<file path="src/rtl/display_scan_3digit_if.sv">
// Digit-scan bus between the data source, the scanner and the 7-segment decoder.
//   VALUE    : packed BCD digits, nibble i at [4i+3:4i]   (source -> scanner)
//   LOAD     : one-cycle strobe capturing VALUE            (source -> scanner)
//   LZ_BLANK : leading-zero suppression enable             (source -> scanner)
//   D        : registered digit code for the decoder       (scanner -> decoder)
//   EN       : registered active-low digit enables         (scanner -> display)
//   IDX      : registered index of the presented digit     (scanner -> observer)
// master drives the data side, slave is the scanner.
interface display_scan_3digit_if #(
  parameter int unsigned DIGITS = 3
);
  localparam int unsigned IdxW = (DIGITS > 1) ? $clog2(DIGITS) : 1;

  logic [4*DIGITS-1:0] VALUE;
  logic                LOAD;
  logic                LZ_BLANK;
  logic [3:0]          D;
  logic [DIGITS-1:0]   EN;
  logic [IdxW-1:0]     IDX;

  modport master (
    output VALUE, LOAD, LZ_BLANK,
    input  D, EN, IDX
  );

  modport slave (
    input  VALUE, LOAD, LZ_BLANK,
    output D, EN, IDX
  );
endinterface

</file>
<file path="src/rtl/display_scan_3digit.sv">
// Time-multiplexed scanner for a DIGITS-wide BCD value on a shared 4-bit digit bus.
// Each digit gets a BLANK_CYCLES gap (all enables high) followed by a DWELL_CYCLES
// slot with its active-low enable asserted, so the downstream registered decoder
// has settled before the digit lights up.
//   CLK : system clock, rising edge
//   RST : synchronous active-high reset
//   bus : slave side of display_scan_3digit_if (VALUE/LOAD/LZ_BLANK in, D/EN/IDX out)
module display_scan_3digit #(
  parameter int unsigned DIGITS       = 3,
  parameter int unsigned DWELL_CYCLES = 16000,
  parameter int unsigned BLANK_CYCLES = 120
) (
  input  logic                   CLK,
  input  logic                   RST,
  display_scan_3digit_if.slave   bus
);

  localparam int unsigned IdxW   = (DIGITS > 1) ? $clog2(DIGITS) : 1;
  localparam int unsigned MaxCnt = (DWELL_CYCLES > BLANK_CYCLES) ? DWELL_CYCLES : BLANK_CYCLES;
  localparam int unsigned CntW   = $clog2(MaxCnt);

  localparam logic [CntW-1:0] BlankLast = CntW'(BLANK_CYCLES - 1);
  localparam logic [CntW-1:0] DwellLast = CntW'(DWELL_CYCLES - 1);
  localparam logic [IdxW-1:0] IdxLast   = IdxW'(DIGITS - 1);

  typedef enum logic [0:0] {StBlank, StShow} state_e;

  state_e              state_q;
  logic [CntW-1:0]     cnt_q;
  logic [IdxW-1:0]     idx_q;
  logic [3:0]          d_q;
  logic [DIGITS-1:0]   en_q;
  logic [4*DIGITS-1:0] shadow_q;
  logic [4*DIGITS-1:0] active_q;
  logic                first_q;   // first cycle after reset also acts as a frame boundary

  logic [IdxW-1:0]     idx_nxt;
  logic                blank_end;
  logic                show_end;
  logic                frame_copy;
  logic [4*DIGITS-1:0] active_nxt;
  logic [DIGITS-1:0]   upper_zero;
  logic [DIGITS-1:0]   onehot;
  logic                lit;
  logic [DIGITS-1:0]   en_show;
  logic                zero_acc;

  always_comb begin
    idx_nxt    = (idx_q == IdxLast) ? '0 : idx_q + 1'b1;
    blank_end  = (state_q == StBlank) && (cnt_q == BlankLast);
    show_end   = (state_q == StShow) && (cnt_q == DwellLast);
    frame_copy = first_q || (show_end && (idx_nxt == '0));

    // A LOAD landing on the boundary bypasses the shadow so it is not a frame late.
    active_nxt = active_q;
    if (frame_copy) begin
      active_nxt = bus.LOAD ? bus.VALUE : shadow_q;
    end

    // upper_zero[i]: nibbles i..DIGITS-1 of the displayed frame are all zero.
    zero_acc   = 1'b1;
    upper_zero = '0;
    for (int i = int'(DIGITS) - 1; i >= 0; i--) begin
      zero_acc      = zero_acc & (active_q[4*i +: 4] == 4'h0);
      upper_zero[i] = zero_acc;
    end

    lit           = !(bus.LZ_BLANK && (idx_q != '0) && upper_zero[idx_q]);
    onehot        = '0;
    onehot[idx_q] = 1'b1;
    en_show       = lit ? ~onehot : '1;
  end

  always_ff @(posedge CLK) begin
    if (RST) begin
      state_q  <= StBlank;
      cnt_q    <= '0;
      idx_q    <= '0;
      d_q      <= 4'h0;
      en_q     <= '1;
      shadow_q <= '0;
      active_q <= '0;
      first_q  <= 1'b1;
    end else begin
      first_q  <= 1'b0;
      active_q <= active_nxt;
      if (bus.LOAD) begin
        shadow_q <= bus.VALUE;
      end

      unique case (state_q)
        StBlank: begin
          // After reset the digit already on D must follow the freshly copied frame.
          if (first_q) begin
            d_q <= active_nxt[{idx_q, 2'b00} +: 4];
          end
          if (blank_end) begin
            state_q <= StShow;
            cnt_q   <= '0;
            en_q    <= en_show;
          end else begin
            cnt_q <= cnt_q + 1'b1;
            en_q  <= '1;
          end
        end
        StShow: begin
          if (show_end) begin
            state_q <= StBlank;
            cnt_q   <= '0;
            idx_q   <= idx_nxt;
            d_q     <= active_nxt[{idx_nxt, 2'b00} +: 4];
            en_q    <= '1;
          end else begin
            cnt_q <= cnt_q + 1'b1;
            en_q  <= en_show;   // LZ_BLANK is honoured every cycle of the slot
          end
        end
        default: begin
          state_q <= StBlank;
          cnt_q   <= '0;
          en_q    <= '1;
        end
      endcase
    end
  end

  assign bus.D   = d_q;
  assign bus.EN  = en_q;
  assign bus.IDX = idx_q;

endmodule
</file>
<file path="src/flat_wrapper.sv">
// flat-port wrapper written by rule: the top's interface ports become plain ports
module display_scan_3digit_flat 
#(
  parameter int unsigned DIGITS       = 3,
  parameter int unsigned DWELL_CYCLES = 16000,
  parameter int unsigned BLANK_CYCLES = 120
)
  (CLK, RST, bus_VALUE, bus_LOAD, bus_LZ_BLANK, bus_D, bus_EN, bus_IDX);
  display_scan_3digit_if #(.DIGITS(DIGITS)) bus_i ();
  input  logic CLK;
  input  logic RST;
  input wire logic [$bits(bus_i.VALUE)-1:0] bus_VALUE;
  input wire logic [$bits(bus_i.LOAD)-1:0] bus_LOAD;
  input wire logic [$bits(bus_i.LZ_BLANK)-1:0] bus_LZ_BLANK;
  output wire logic [$bits(bus_i.D)-1:0] bus_D;
  output wire logic [$bits(bus_i.EN)-1:0] bus_EN;
  output wire logic [$bits(bus_i.IDX)-1:0] bus_IDX;
  assign bus_i.VALUE = bus_VALUE;
  assign bus_i.LOAD = bus_LOAD;
  assign bus_i.LZ_BLANK = bus_LZ_BLANK;
  assign bus_D = bus_i.D;
  assign bus_EN = bus_i.EN;
  assign bus_IDX = bus_i.IDX;
  display_scan_3digit #(.DIGITS(DIGITS), .DWELL_CYCLES(DWELL_CYCLES), .BLANK_CYCLES(BLANK_CYCLES)) u_core (.CLK(CLK), .RST(RST), .bus(bus_i));
endmodule
</file>
<file path="config.mk">
export PLATFORM = sky130hd
export DESIGN_NAME = display_scan_3digit_flat
export DESIGN_NICKNAME = d
export VERILOG_FILES = /design/src/rtl/display_scan_3digit_if.sv /design/src/rtl/display_scan_3digit.sv /design/src/flat_wrapper.sv
export SDC_FILE = /design/constraint.sdc
export NUM_CORES = 1
export LEC_CHECK = 0
export ABC_AREA = 1
export CELL_PAD_IN_SITES_DETAIL_PLACEMENT = 0
export CELL_PAD_IN_SITES_GLOBAL_PLACEMENT = 1
export CORE_ASPECT_RATIO = 2
export CORE_UTILIZATION = 30
export CTS_CLUSTER_SIZE = 28
export DETAILED_ROUTE_END_ITERATION = 8
export GPL_ROUTABILITY_DRIVEN = 0
export PLACE_DENSITY = 0.69
export SYNTH_ARGS = -nofsm -noshare
export SYNTH_HDL_FRONTEND = slang
export SYNTH_SLANG_ARGS = --single-unit
</file>
<file path="constraint.sdc">
create_clock -name CLK -period 1.9 [get_ports CLK]
set_input_delay 0.19 -clock CLK [delete_from_list [all_inputs] [get_ports CLK]]
set_output_delay 0.19 -clock CLK [all_outputs]
set_load 0.02 [all_outputs]
</file>
==> results_dict.tcl, run 1 <==
set metrics [dict create \
    skew_ns 0.00591 \
    rsz0062_at_grt "false" \
    coreArea_sq_um 7270 \
    crit_start "u_core.cnt_q[0]" \
    yosysTopAreaCell "dfxtp_1" \
    outcome "complete, no violations" \
    syn_inst 292 \
    worstMarginPinSlew_ns 0.511 \
    cp_max_fo 8 \
    crit_arrival_ns 1.90 \
    postRouteAntennaNets 0 \
    cts_resized 0 \
    ys_types 35 \
    rr_worst_depth 9 \
    synth_nets 309 \
    critical_path_class "register to register" \
    required_ns 2.08 \
    clkTransAtPathRegs_ns 0.07 \
    pre_cts_ws_ns 0.142 \
    dr.first_iter.drc_count 67 \
    chipWidth_um 63.3 \
    hold_path_class "register to register" \
    hold-path-cell-count 1 \
    synthArstFlopShare_pct 0 \
    ys.flop_type "dfxtp_1" \
    cts_buffers 5 \
    ys_seq_area_share_pct 43.5 \
    routedWlPerCell_um 12.4 \
    end_kind "register" \
    syn_area_per_cell_sq_um 7.72 \
    timing.rr.end "u_core.bus.D[1]" \
    cts_tree "yes" \
    antennaDiodeCount 0 \
    antenna_found_initial 0 \
    drcViolationCount 0 \
    num-fill-cells 803 \
    final_max_slew_viol_count 0 \
    first_global_vias 1915 \
    vias 1909 \
    fin_ws_ns 0.177 \
    syn_area_sq_um 2250 \
    netlist_top_cells_count "dfxtp_1 (49), nand2_1 (39), nor2_1 (38)" \
    power_leakage_nw 1.25 \
    grt_pass1_wl_um 8760 \
    rrSetupSlack_ns 0.18 \
    slew_headroom_pct 65.9 \
    grt-ovfl-total 0 \
    drive_gt1_share_pct 16.6 \
    place_hpwl_um 3920 \
    postCtsSetupBuffers 0 \
    wl_um 5170 \
    setup_viol 0 \
    synth-edff-count 0 \
    hold_viol 0 \
    insertion_delay_ns 0.29 \
    cts_htree_levels 2 \
    port_buffers 24 \
    finalCriticalPeriod_ns 1.72 \
    placed_area_sq_um 2650 \
    rows 44 \
    hold_start "u_core.cnt_q[0]" \
    clockBufferDepth 2 \
    cts-root-buf "clkbuf_16" \
    max_clock_freq_ghz 0.580 \
    die_area_sq_um 7890 \
    powerDensity_nw_per_um2 792 \
    ys_ff_latch 49 \
    initial_core_util_pct 31.0 \
    grt_use_total_pct 14.6 \
    nNetsFinal 341 \
    fin_setup_tns_ns 0 \
    first_pass_iters 4 \
    synth_top_area_share_pct 43.5 \
    hold_path_end "u_core.cnt_q[0]" \
    yosys-top-cells-area "dfxtp_1 (44%), nand3_1 (7.1%), nand2_1 (6.5%)" \
    worstSetupStartpointType "register" \
    grt_max_degree 32 \
    ctsHoldBuffers 0 \
    synth.most_common_cell "dfxtp_1" \
    ios 25 \
    drv_cap 0 \
    numClockSinks 49 \
    utilization_pct 38.7 \
    ys_warn_count 0 \
    ir_worst_vdd_uv 660 \
    die_y_um 125 \
    fin_area_sq_um 2810 \
    syn2layout_area_growth_pct 24.6 \
    period_share_pct 90.7 \
    timing.rr.start "u_core.cnt_q[0]" \
    via_per_inst 4.58 \
]
## sequential cells by signal, summed over array words and instances (netlist names)
register         flops
u_core.bus.IDX       2
u_core.bus.D         4
u_core.bus.EN        3
u_core.state_q       1
u_core.first_q       1
u_core.active_q     12
u_core.cnt_q        14
u_core.shadow_q     12
## placed cells by master, fill, tap and decap left out, drive strengths merged, types with 3 or more instances in the layout
| cell | instances |
|---|---|
| inv | 44 |
| nor2 | 43 |
| xor2 | 6 |
| nor4 | 3 |
| mux2i | 4 |
| dfxtp | 49 |
| o21ai | 16 |
| clkbuf | 6 |
| nand2 | 51 |
| nand4 | 3 |
| nor3 | 6 |
| buf | 9 |
| nand3 | 35 |
| a21oi | 16 |
| clkdlybuf4s50 | 24 |
## worst max path at each step
stage,to,cells past startpoint
final,u_core.bus.D[1],9
after global routing,u_core.bus.D[1],9
after detailed placement,u_core.bus.D[0],10
after CTS,u_core.bus.D[0],10
after global placement,u_core.bus.D[0],10
after floorplan,u_core.bus.D[1],11
## metrics by stage
| step | total power [mW] | instances | hold WS [ns] |
|---|---|---|---|
| 3_5_place_dp | 1.34 | 409 | 0.447 |
| 4_1_cts | 2.26 | 417 | 0.460 |
| 5_1_grt | 2.34 | 417 | 0.479 |
| 6_report | 2.23 | 417 | 0.453 |
| 2_1_floorplan | 1.25 | 292 | 0.218 |
| 3_3_place_gp | 1.33 | 409 | 0.421 |
## metal layers
layer | wire [um] | vias up | GRT usage [%] | part of all wire [%]
met3 | 137 | 16 | 3.39 | 2.7
met4 | 263 | 0 | 10.4 | 5.1
li1 | - | 987 | - | -
met2 | 2850 | 42 | 26.3 | 55
met1 | 1910 | 864 | 14.0 | 37
met5 | 0 | - | 0 | 0
## layout make-up
class                      count  area [sq um]  area share, %
multi-input combinational    191          1060           37.8
sequential                    49           981           34.9
timing repair buffer          33           333           11.8
inverter                      44           165           5.88
clock buffer                   6           139           4.94
tap                           92           115           4.10
clock inverter                 2          13.8          0.490
## critical path, cell delays in order (launching register included)
cell     delay (ns)
dfxtp_1        0.36
ha_1           0.21
nand3_2        0.11
nor2_2         0.15
nand4_4        0.21
buf_12         0.22
nand3_1        0.09
nand3_1        0.10
nand3_1        0.12
a21oi_2        0.06
## kinds of logic (layout without fill, tap and decap cells)
group / count (synthesis) / count (layout) / share of synthesized area, %
compound gates: 34 / 34 / 9.49
xor+xnor: 8 / 8 / 3.11
fa+ha+maj: 1 / 1 / 0.555
buf+inv: 52 / 85 / 9.77
flops: 49 / 49 / 43.5
mux: 4 / 4 / 1.78
simple gates: 144 / 144 / 31.8
## where the power goes
part	switching [mW]	leakage [nW]	total [mW]	internal, mW
sequential	0.0183	0.402	1.09	1.07
combinational	0.122	0.771	0.220	0.0982
clock	0.390	0.0768	0.914	0.524
No activity file was read; power rests on OpenSTA's default activity.
==> run 2: changes to the inputs <==
--- a/config.mk
+++ b/config.mk
@@ -10,7 +10,6 @@
 export CELL_PAD_IN_SITES_GLOBAL_PLACEMENT = 1
 export CORE_ASPECT_RATIO = 2
 export CORE_UTILIZATION = 30
-export CTS_CLUSTER_SIZE = 28
 export DETAILED_ROUTE_END_ITERATION = 8
 export GPL_ROUTABILITY_DRIVEN = 0
 export PLACE_DENSITY = 0.69
==> results of run 2 <==
Same layout as run 1: the final DEF is identical, and so are final timing and power.
==> run 3: changes to the inputs <==
--- a/config.mk
+++ b/config.mk
@@ -6,13 +6,11 @@
 export NUM_CORES = 1
 export LEC_CHECK = 0
 export ABC_AREA = 1
-export CELL_PAD_IN_SITES_DETAIL_PLACEMENT = 0
-export CELL_PAD_IN_SITES_GLOBAL_PLACEMENT = 1
 export CORE_ASPECT_RATIO = 2
 export CORE_UTILIZATION = 30
 export DETAILED_ROUTE_END_ITERATION = 8
 export GPL_ROUTABILITY_DRIVEN = 0
-export PLACE_DENSITY = 0.69
+export PLACE_DENSITY = 0.56
 export SYNTH_ARGS = -nofsm -noshare
 export SYNTH_HDL_FRONTEND = slang
 export SYNTH_SLANG_ARGS = --single-unit
==> results_dict.tcl, run 3 (synthesis gave the netlist of run 1 again) <==
set metrics [dict create \
    antennaDiodeCount 0 \
    vias 1921 \
    finalCriticalPeriod_ns 1.75 \
    ir_worst_vdd_uv 516 \
    hold_path_class "register to register" \
    routedWlPerCell_um 11.9 \
    final_max_slew_viol_count 0 \
    drcViolationCount 0 \
    route.met2.wl_um 2860 \
    port_buffers 24 \
    power_leakage_nw 1.23 \
    die_area_sq_um 7890 \
    nNetsFinal 337 \
    setup_viol 0 \
    insertion_delay_ns 0.29 \
    placed_area_sq_um 2610 \
    cts_buffers 5 \
    num-fill-cells 791 \
    skew_ns 0.00433 \
    grt_pass1_wl_um 8660 \
    wl_um 4930 \
    largest_register_ffs 14 \
    period_share_pct 92.1 \
    first_global_vias 2017 \
    worstMarginPinSlew_ns 0.590 \
    fin_setup_tns_ns 0 \
    grt_use_total_pct 14.2 \
    critical_path_class "register to register" \
    initial_core_util_pct 31.0 \
    drive_gt1_share_pct 15.6 \
    routed.top_layer "met4" \
    via_per_inst 4.65 \
    grt_max_degree 32 \
    wl_met1_um 1750 \
    rows 44 \
    clockBufferDepth 2 \
    grt-ovfl-total 0 \
    end_kind "register" \
    ios 25 \
    cts_htree_levels 2 \
    layout_commonest_cell "dfxtp_1" \
    layout_common_cells "dfxtp_1 (49), nand2_1 (39), nor2_1 (38), inv_1 (37), nand3_1 (32)" \
    regMostFlops "u_core.cnt_q" \
    cp_max_fo 10 \
    required_ns 2.13 \
    outcome "complete, no violations" \
    postRouteAntennaNets 0 \
    worstSetupStartpointType "register" \
    chipWidth_um 63.3 \
    syn2layout_area_growth_pct 23.8 \
    dr.first_iter.drc_count 60 \
    die_y_um 125 \
    first_pass_iters 4 \
    largestRegisters "u_core.cnt_q x14, u_core.active_q x12, u_core.shadow_q x12" \
    drv_cap 0 \
    rsz0062_at_grt "false" \
    fin_area_sq_um 2790 \
    numClockSinks 49 \
    slew_headroom_pct 60.6 \
    clkTransAtPathRegs_ns 0.06 \
    postCtsSetupBuffers 0 \
    cts_tree "yes" \
    coreArea_sq_um 7270 \
    crit_arrival_ns 1.98 \
    antenna_found_initial 0 \
    max_clock_freq_ghz 0.571 \
    dr_wl_met3_um 142 \
    powerDensity_nw_per_um2 843 \
    cts-root-buf "clkbuf_16" \
    hold_viol 0 \
    place_hpwl_um 3960 \
]
==> run 3: cell count changes in the layout (fill, tap and decap cells not counted) <==
| cell | previous run | this run |
|---|---|---|
| clkinv_4 | 1 | 0 |
| bufinv_16 | 0 | 1 |
| buf_4 | 7 | 4 |
| buf_12 | 2 | 1 |
| clkinvlp_4 | 0 | 1 |
| clkinv_2 | 1 | 0 |
==> run 3: cell type report <==
| type | count | area [sq um] | area share (%) |
|---|---|---|---|
| clock inverters | 2 | 37.5 | 1.35 |
| inverters | 44 | 165 | 5.92 |
| repair buffers | 29 | 290 | 10.4 |
| clock buffers | 6 | 139 | 4.98 |
| well taps | 92 | 115 | 4.13 |
| multi-input cells | 191 | 1060 | 38.1 |
| flip-flops and latches | 49 | 981 | 35.2 |
==> run 3: final timing paths <==
kind	from	slack [ns]	end	cells past startpoint
worst max-delay path	u_core.cnt_q[0]	0.15	u_core.bus.D[0]	10
worst min-delay path	u_core.cnt_q[0]	0.45	u_core.cnt_q[0]	1
worst max register to register	u_core.cnt_q[0]	0.15	u_core.bus.D[0]	10
worst min register to register	u_core.cnt_q[0]	0.45	u_core.cnt_q[0]	1
==> run 3: power breakdown <==
part / internal [mW] / switching (mW)
clock network: 0.657 / 0.386
logic: 0.0970 / 0.122
registers: 1.07 / 0.0184
==> run 3: critical path, cell delays in order, from the launching register on <==
cell     delay, ns
dfxtp_1       0.35
ha_1          0.21
nand3_2       0.10
nor2_2        0.16
nand4_4       0.22
buf_4         0.24
nand3_1       0.09
nand3_1       0.09
nand2_1       0.06
inv_1         0.06
a21oi_2       0.12
==> run 3: what timing repair did <==
action                                  CTS  global route
resized for setup                         0             1
hold buffers                              0             0
endpoints found under the setup margin    0             2
==> run 3: layer usage <==
metal / track usage, % / vias up
li1: - / 985
met1: 12.8 / 879
met2: 27.4 / 41
met3: 2.93 / 16
met4: 8.96 / 0
met5: 0 / -
==> run 3: per-stage QoR <==
stage                     std cells  worst slack [ns]  total power [mW]  utilization, %  hold WS (ns)
after floorplan                 292             0.335              1.25               -         0.218
after global placement          405             0.190              1.33            35.8         0.423
after detailed placement        405             0.157              1.34            35.8         0.433
after CTS                       413             0.134              2.37            38.3         0.442
after global routing            413          0.000193              2.45            38.4         0.500
final                           413             0.150              2.35            38.4         0.449
